<file path="src/rtl/adc_muestreo_if.sv">
// Bundle between the ADC sampler and its neighbours: the SPI pins toward the
// converter and the listo/y sample handshake toward the servo controller.
interface adc_muestreo_if;
  logic        en;
  logic        sdata;
  logic        cs_n;
  logic        sclk;
  logic [10:0] y;
  logic        listo;

  modport master (
    input  en,
    input  sdata,
    output cs_n,
    output sclk,
    output y,
    output listo
  );

  modport slave (
    output en,
    output sdata,
    input  cs_n,
    input  sclk,
    input  y,
    input  listo
  );
endinterface

</file>
<file path="src/rtl/adc_muestreo.sv">
// Periodic 3-wire SPI reader for a 12-bit serial ADC; publishes code[11:1]
// on y together with a one-cycle listo strobe.
module adc_muestreo #(
  parameter int DIV           = 5,
  parameter int SAMPLE_PERIOD = 100000
) (
  input  logic          clk,
  input  logic          rst,
  adc_muestreo_if.master bus
);

  localparam int PC_W = (SAMPLE_PERIOD > 1) ? $clog2(SAMPLE_PERIOD) : 1;
  localparam int DC_W = (DIV > 1) ? $clog2(DIV) : 1;
  localparam logic [PC_W-1:0] PC_LAST = PC_W'(SAMPLE_PERIOD - 1);
  localparam logic [DC_W-1:0] DC_LAST = DC_W'(DIV - 1);
  localparam logic [5:0]      HP_LAST = 6'd31;

  typedef enum logic [1:0] {
    IDLE  = 2'd0,
    SHIFT = 2'd1,
    DONE  = 2'd2
  } state_t;

  state_t          state_q, state_d;
  logic [PC_W-1:0] pc_q, pc_d;
  logic [DC_W-1:0] dc_q, dc_d;
  logic [5:0]      hp_q, hp_d;
  logic [15:0]     sh_q, sh_d;
  logic            cs_n_q, cs_n_d;
  logic            sclk_q, sclk_d;
  logic [10:0]     y_q, y_d;
  logic            listo_q, listo_d;
  logic            tick;
  logic            sh_top_unused;

  // The oldest leading-zero bit falls off the top of the frame register.
  assign sh_top_unused = sh_q[15];

  assign tick = bus.en && (pc_q == PC_LAST);

  always_comb begin
    pc_d = pc_q;
    if (!bus.en) begin
      pc_d = '0;
    end else if (pc_q == PC_LAST) begin
      pc_d = '0;
    end else begin
      pc_d = pc_q + 1'b1;
    end
  end

  always_comb begin
    state_d = state_q;
    dc_d    = dc_q;
    hp_d    = hp_q;
    sh_d    = sh_q;
    cs_n_d  = cs_n_q;
    sclk_d  = sclk_q;
    y_d     = y_q;
    listo_d = 1'b0;

    case (state_q)
      IDLE: begin
        cs_n_d = 1'b1;
        sclk_d = 1'b1;
        if (tick) begin
          state_d = SHIFT;
          cs_n_d  = 1'b0;
          hp_d    = '0;
          dc_d    = '0;
        end
      end

      SHIFT: begin
        if (dc_q == DC_LAST) begin
          dc_d   = '0;
          sclk_d = ~sclk_q;
          hp_d   = hp_q + 6'd1;
          // Capture on the edge that raises sclk; the ADC launched the bit on the prior fall.
          if (!sclk_q) begin
            sh_d = {sh_q[14:0], bus.sdata};
          end
          if (hp_q == HP_LAST) begin
            cs_n_d  = 1'b1;
            state_d = DONE;
          end
        end else begin
          dc_d = dc_q + 1'b1;
        end
      end

      DONE: begin
        y_d     = sh_q[11:1];
        listo_d = 1'b1;
        state_d = IDLE;
      end

      default: begin
        state_d = IDLE;
        cs_n_d  = 1'b1;
        sclk_d  = 1'b1;
      end
    endcase
  end

  always_ff @(posedge clk or negedge rst) begin
    if (!rst) begin
      state_q <= IDLE;
      pc_q    <= '0;
      dc_q    <= '0;
      hp_q    <= '0;
      sh_q    <= '0;
      cs_n_q  <= 1'b1;
      sclk_q  <= 1'b1;
      y_q     <= '0;
      listo_q <= 1'b0;
    end else begin
      state_q <= state_d;
      pc_q    <= pc_d;
      dc_q    <= dc_d;
      hp_q    <= hp_d;
      sh_q    <= sh_d;
      cs_n_q  <= cs_n_d;
      sclk_q  <= sclk_d;
      y_q     <= y_d;
      listo_q <= listo_d;
    end
  end

  assign bus.cs_n  = cs_n_q;
  assign bus.sclk  = sclk_q;
  assign bus.y     = y_q;
  assign bus.listo = listo_q;

endmodule

</file>
<file path="src/flat_wrapper.sv">
// flat-port wrapper written by rule: the top's interface ports become plain ports
module adc_muestreo_flat 
#(
  parameter int DIV           = 5,
  parameter int SAMPLE_PERIOD = 100000
)
  (clk, rst, bus_en, bus_sdata, bus_cs_n, bus_sclk, bus_y, bus_listo);
  adc_muestreo_if bus_i ();
  input  logic clk;
  input  logic rst;
  input wire logic [$bits(bus_i.en)-1:0] bus_en;
  input wire logic [$bits(bus_i.sdata)-1:0] bus_sdata;
  output wire logic [$bits(bus_i.cs_n)-1:0] bus_cs_n;
  output wire logic [$bits(bus_i.sclk)-1:0] bus_sclk;
  output wire logic [$bits(bus_i.y)-1:0] bus_y;
  output wire logic [$bits(bus_i.listo)-1:0] bus_listo;
  assign bus_i.en = bus_en;
  assign bus_i.sdata = bus_sdata;
  assign bus_cs_n = bus_i.cs_n;
  assign bus_sclk = bus_i.sclk;
  assign bus_y = bus_i.y;
  assign bus_listo = bus_i.listo;
  adc_muestreo #(.DIV(DIV), .SAMPLE_PERIOD(SAMPLE_PERIOD)) u_core (.clk(clk), .rst(rst), .bus(bus_i));
endmodule
</file>
<file path="config.mk">
export PLATFORM = sky130hd
export DESIGN_NAME = adc_muestreo_flat
export DESIGN_NICKNAME = d
export VERILOG_FILES = /design/src/rtl/adc_muestreo_if.sv /design/src/rtl/adc_muestreo.sv /design/src/flat_wrapper.sv
export SDC_FILE = /design/constraint.sdc
export NUM_CORES = 1
export LEC_CHECK = 0
export CORE_MARGIN = 2
export CORE_UTILIZATION = 28
export CTS_CLUSTER_DIAMETER = 200
export DETAILED_ROUTE_END_ITERATION = 8
export GPL_TIMING_DRIVEN = 0
export MAX_ROUTING_LAYER = met4
export PLACE_DENSITY = 0.53
export SETUP_SLACK_MARGIN = 0.1
export SLEW_MARGIN = 20
export SYNTH_ARGS = -nofsm -noshare
export SYNTH_HDL_FRONTEND = slang
export SYNTH_SLANG_ARGS = --single-unit
</file>
<file path="constraint.sdc">
create_clock -name clk -period 3.1 [get_ports clk]
set_input_delay 0.62 -clock clk [delete_from_list [all_inputs] [get_ports clk]]
set_output_delay 0.62 -clock clk [all_outputs]
set_load 0.03 [all_outputs]
</file>
==> flow_metrics.env <==
export IMPL_min_path_type="input pin to asynchronous set/reset pin"
export IMPL_detail_route_wl_per_cell_um=12.55
export IMPL_power_share_clock_pct=40.1
export IMPL_slew_headroom_pct=54.81
export IMPL_core_sq_um=8299
export IMPL_synthCells=211
export IMPL_rows=33
export IMPL_mostFrequentLayoutCell="dfrtp_1"
export IMPL_powerDensity_nw_per_um2=437.0
export IMPL_max_stage_delay_ps=670
export IMPL_worstMarginPinSlew_ps=677.9
export IMPL_p_seq_share_pct=57.5
export IMPL_ys_seq_area_share_pct=56.12
export IMPL_grt_max_degree=55
export IMPL_p_leak_nw=1.237
export IMPL_clock_skew_ps=8.384
export IMPL_syn_to_final_growth_pct=17.22
export IMPL_switchingPower_uw=273.9
export IMPL_grt_pass1_vias=1600
export IMPL_post_cts_buffers=0
export IMPL_antenna_found_initial=0
export IMPL_pin_count=18
export IMPL_status="finished clean"
export IMPL_clock_sinks=54
export IMPL_critical_path_top_delay_family="buffers and inverters"
export IMPL_synth_area_sq_um=2412
export IMPL_grt_ovfl_total=0
export IMPL_syn_area_per_cell_sq_um=11.43
export IMPL_diodes=0
export IMPL_holdBufCountCts=0
export IMPL_synth_cell_type_count=41
export IMPL_max_clock_freq_mhz=460.2
export IMPL_clk_latency_ps=320
export IMPL_ant_nets=0
export IMPL_worst_path_buf_inv=1
export IMPL_fin_crit_sh_pct=70.09
export IMPL_wl_um=4280
export IMPL_cts_tree="yes"
export IMPL_arrival_ps=1550
export IMPL_cp_slowest_cell="clkdlybuf4s50_1"
export IMPL_rsz0062_at_grt="no"
export IMPL_track_usage_pct=10.01
export IMPL_synth_seq_cells=54
export IMPL_synthArstFlopShare_pct=100.0
export IMPL_critPathLaunchType="flip-flop"
export IMPL_cp_end_kind="primary output"
export IMPL_dr_total_vias=1606
export IMPL_path_class="flip-flop to primary output"
export IMPL_path_cells="clkdlybuf4s50_1"
export IMPL_vdd_drop_max_uv=177.0
export IMPL_path_clk_slew_ps=110
export IMPL_h_tree_depth=2
export IMPL_dr_first_iter_drc_count=131
export IMPL_grt_pass1_wl_um=7541
export IMPL_p_int_uw=961.8
export IMPL_cts_inserted_buffers=5
export IMPL_dp_hpwl_um=2937
export IMPL_synth_main_ff_cell="dfrtp_1"
export IMPL_drt_pass1_iterations=4
export IMPL_die_y_um=96.82
export IMPL_synth_fp_nets=219
export IMPL_cts_buffer_depth=2
export IMPL_tns_ps=0
export IMPL_crit_fanout=4
export IMPL_hold_viol_final=0
export IMPL_switching_share_pct=22.17
export IMPL_place_port_buffers=17
export IMPL_rr_startpoint="u_core.dc_q[0]"
export IMPL_start_util_pct=29.07
export IMPL_drive_gt1_share_pct=18.64
export IMPL_nNetsFinal=243
export IMPL_die_w_um=96.82
export IMPL_critPathRequiredTime_ps=2480
export IMPL_globalplace_congestion=0.7717
export IMPL_comb_power_share_pct=2.4
export IMPL_startpoint="u_core.bus.sclk"
export IMPL_report_final_slew_viol_count=0
export IMPL_synth_warning_count=0
export IMPL_cts_root_buf="clkbuf_8"
export IMPL_synth_edf_count=0
export IMPL_final_cell_mix="dfrtp_1 (52), nor2_1 (24), mux2_2 (23), nand2_1 (16), clkdlybuf4s50_1 (16)"
export IMPL_maxCapViolCount=0
export IMPL_die_area_sq_um=9374
export IMPL_period_needed_ps=2173
export IMPL_drc_errors=0
export IMPL_post_cts_resize_count=0
export IMPL_setup_viol=0
export IMPL_viasPerCell=4.710
export IMPL_power_total_mw=1.236
[registers in the layout (all words and copies together) (netlist names)]
signal	flops
u_core.bus.cs_n	1
u_core.bus.listo	1
u_core.bus.sclk	1
u_core.bus.y	11
u_core.dc_q	3
u_core.hp_q	6
u_core.pc_q	17
u_core.sh_q	12
u_core.state_q	2
[metal layers]
layer	wire, um	global-route usage, %	vias up	part of all wire, %
met5	0	-	-	0
met3	73	1.951	7	1.7
met4	78	3.900	0	1.8
li1	-	-	786	-
met2	1949	14.32	10	46
met1	2178	14.02	803	51
[cell type report]
type / instances / area, sq um
clock inverter: 3 / 47.55
inverter: 7 / 26.28
buffer: 7 / 40.04
sequential: 54 / 1354
multi-input combinational: 143 / 992.2
fill: 836 / 5472
clock buffer: 5 / 68.82
timing repair buffer: 17 / 167.7
tap: 105 / 131.4
[through the flow]
step | setup WS (ps) | instances | util, % | hold WS (ps) | area (sq um)
final | 927.2 | 341 | 34.07 | 319.7 | 2828
after global placement | -310.2 | 333 | 32.70 | 476.7 | 2714
after global routing | 875.0 | 341 | 34.07 | 383.6 | 2828
after floorplan | 1410 | 211 | - | 324.4 | 2412
after detailed placement | 1128 | 333 | 32.67 | 477.2 | 2711
after CTS | 905.2 | 341 | 34.07 | 356.5 | 2828
[cells in the mapped netlist (2+ instances only)]
| master | instances | area (sq um) |
|---|---|---|
| a31oi_1 | 3 | 18.77 |
| ha_1 | 4 | 50.05 |
| dfrtp_1 | 52 | 1301 |
| and4_1 | 2 | 17.52 |
| xor2_1 | 4 | 35.03 |
| dfstp_2 | 2 | 52.55 |
| nor4_1 | 4 | 25.02 |
| o21ai_0 | 6 | 30.03 |
| clkbuf_1 | 3 | 11.26 |
| nor2_1 | 24 | 90.09 |
| o211ai_1 | 2 | 15.01 |
| a21oi_1 | 3 | 15.01 |
| nand2_1 | 16 | 60.06 |
| nand3_1 | 7 | 35.03 |
| buf_2 | 2 | 10.01 |
| mux2_2 | 23 | 259.0 |
| nor3_1 | 6 | 30.03 |
| nand4_1 | 6 | 37.54 |
| xnor2_1 | 10 | 87.58 |
| inv_1 | 7 | 26.28 |
| nand4b_1 | 2 | 17.52 |
| nor2b_1 | 3 | 18.77 |
| o31ai_1 | 2 | 15.01 |
[cell families after synthesis]
kind of cell             count (synthesis)  share of synthesized area (%)
AO/OA/AOI/OAI                           22                          6.276
XOR/XNOR                                14                          5.083
adder cells (fa/ha/maj)                  4                          2.075
buffers and inverters                   14                          2.749
flip-flops                              54                          56.12
multiplexers                            23                          10.74
AND/OR/NAND/NOR                         80                          16.96
[final timing paths]
check	to	slack [ps]	depth (start not counted)
max	bus_sclk	930	1
min	u_core.bus.y[4]	320	1
max reg2reg	u_core.sh_q[1]	1140	6
min reg2reg	u_core.pc_q[0]	480	1
max in group asynchronous	u_core.pc_q[15]	2310	1
min in group clk	u_core.pc_q[0]	480	1
[power groups by stage]
| stage | combinational (mW) | sequential, mW | clock [mW] |
|---|---|---|---|
| after floorplan | 0.0103 | 0.724 | 0 |
| after global placement | 0.0322 | 0.724 | 0 |
| after detailed placement | 0.0321 | 0.724 | 0 |
| after CTS | 0.0322 | 0.711 | 0.518 |
| after global routing | 0.0362 | 0.711 | 0.551 |
| final | 0.0301 | 0.710 | 0.495 |
Power figures use the tool's default switching activity.
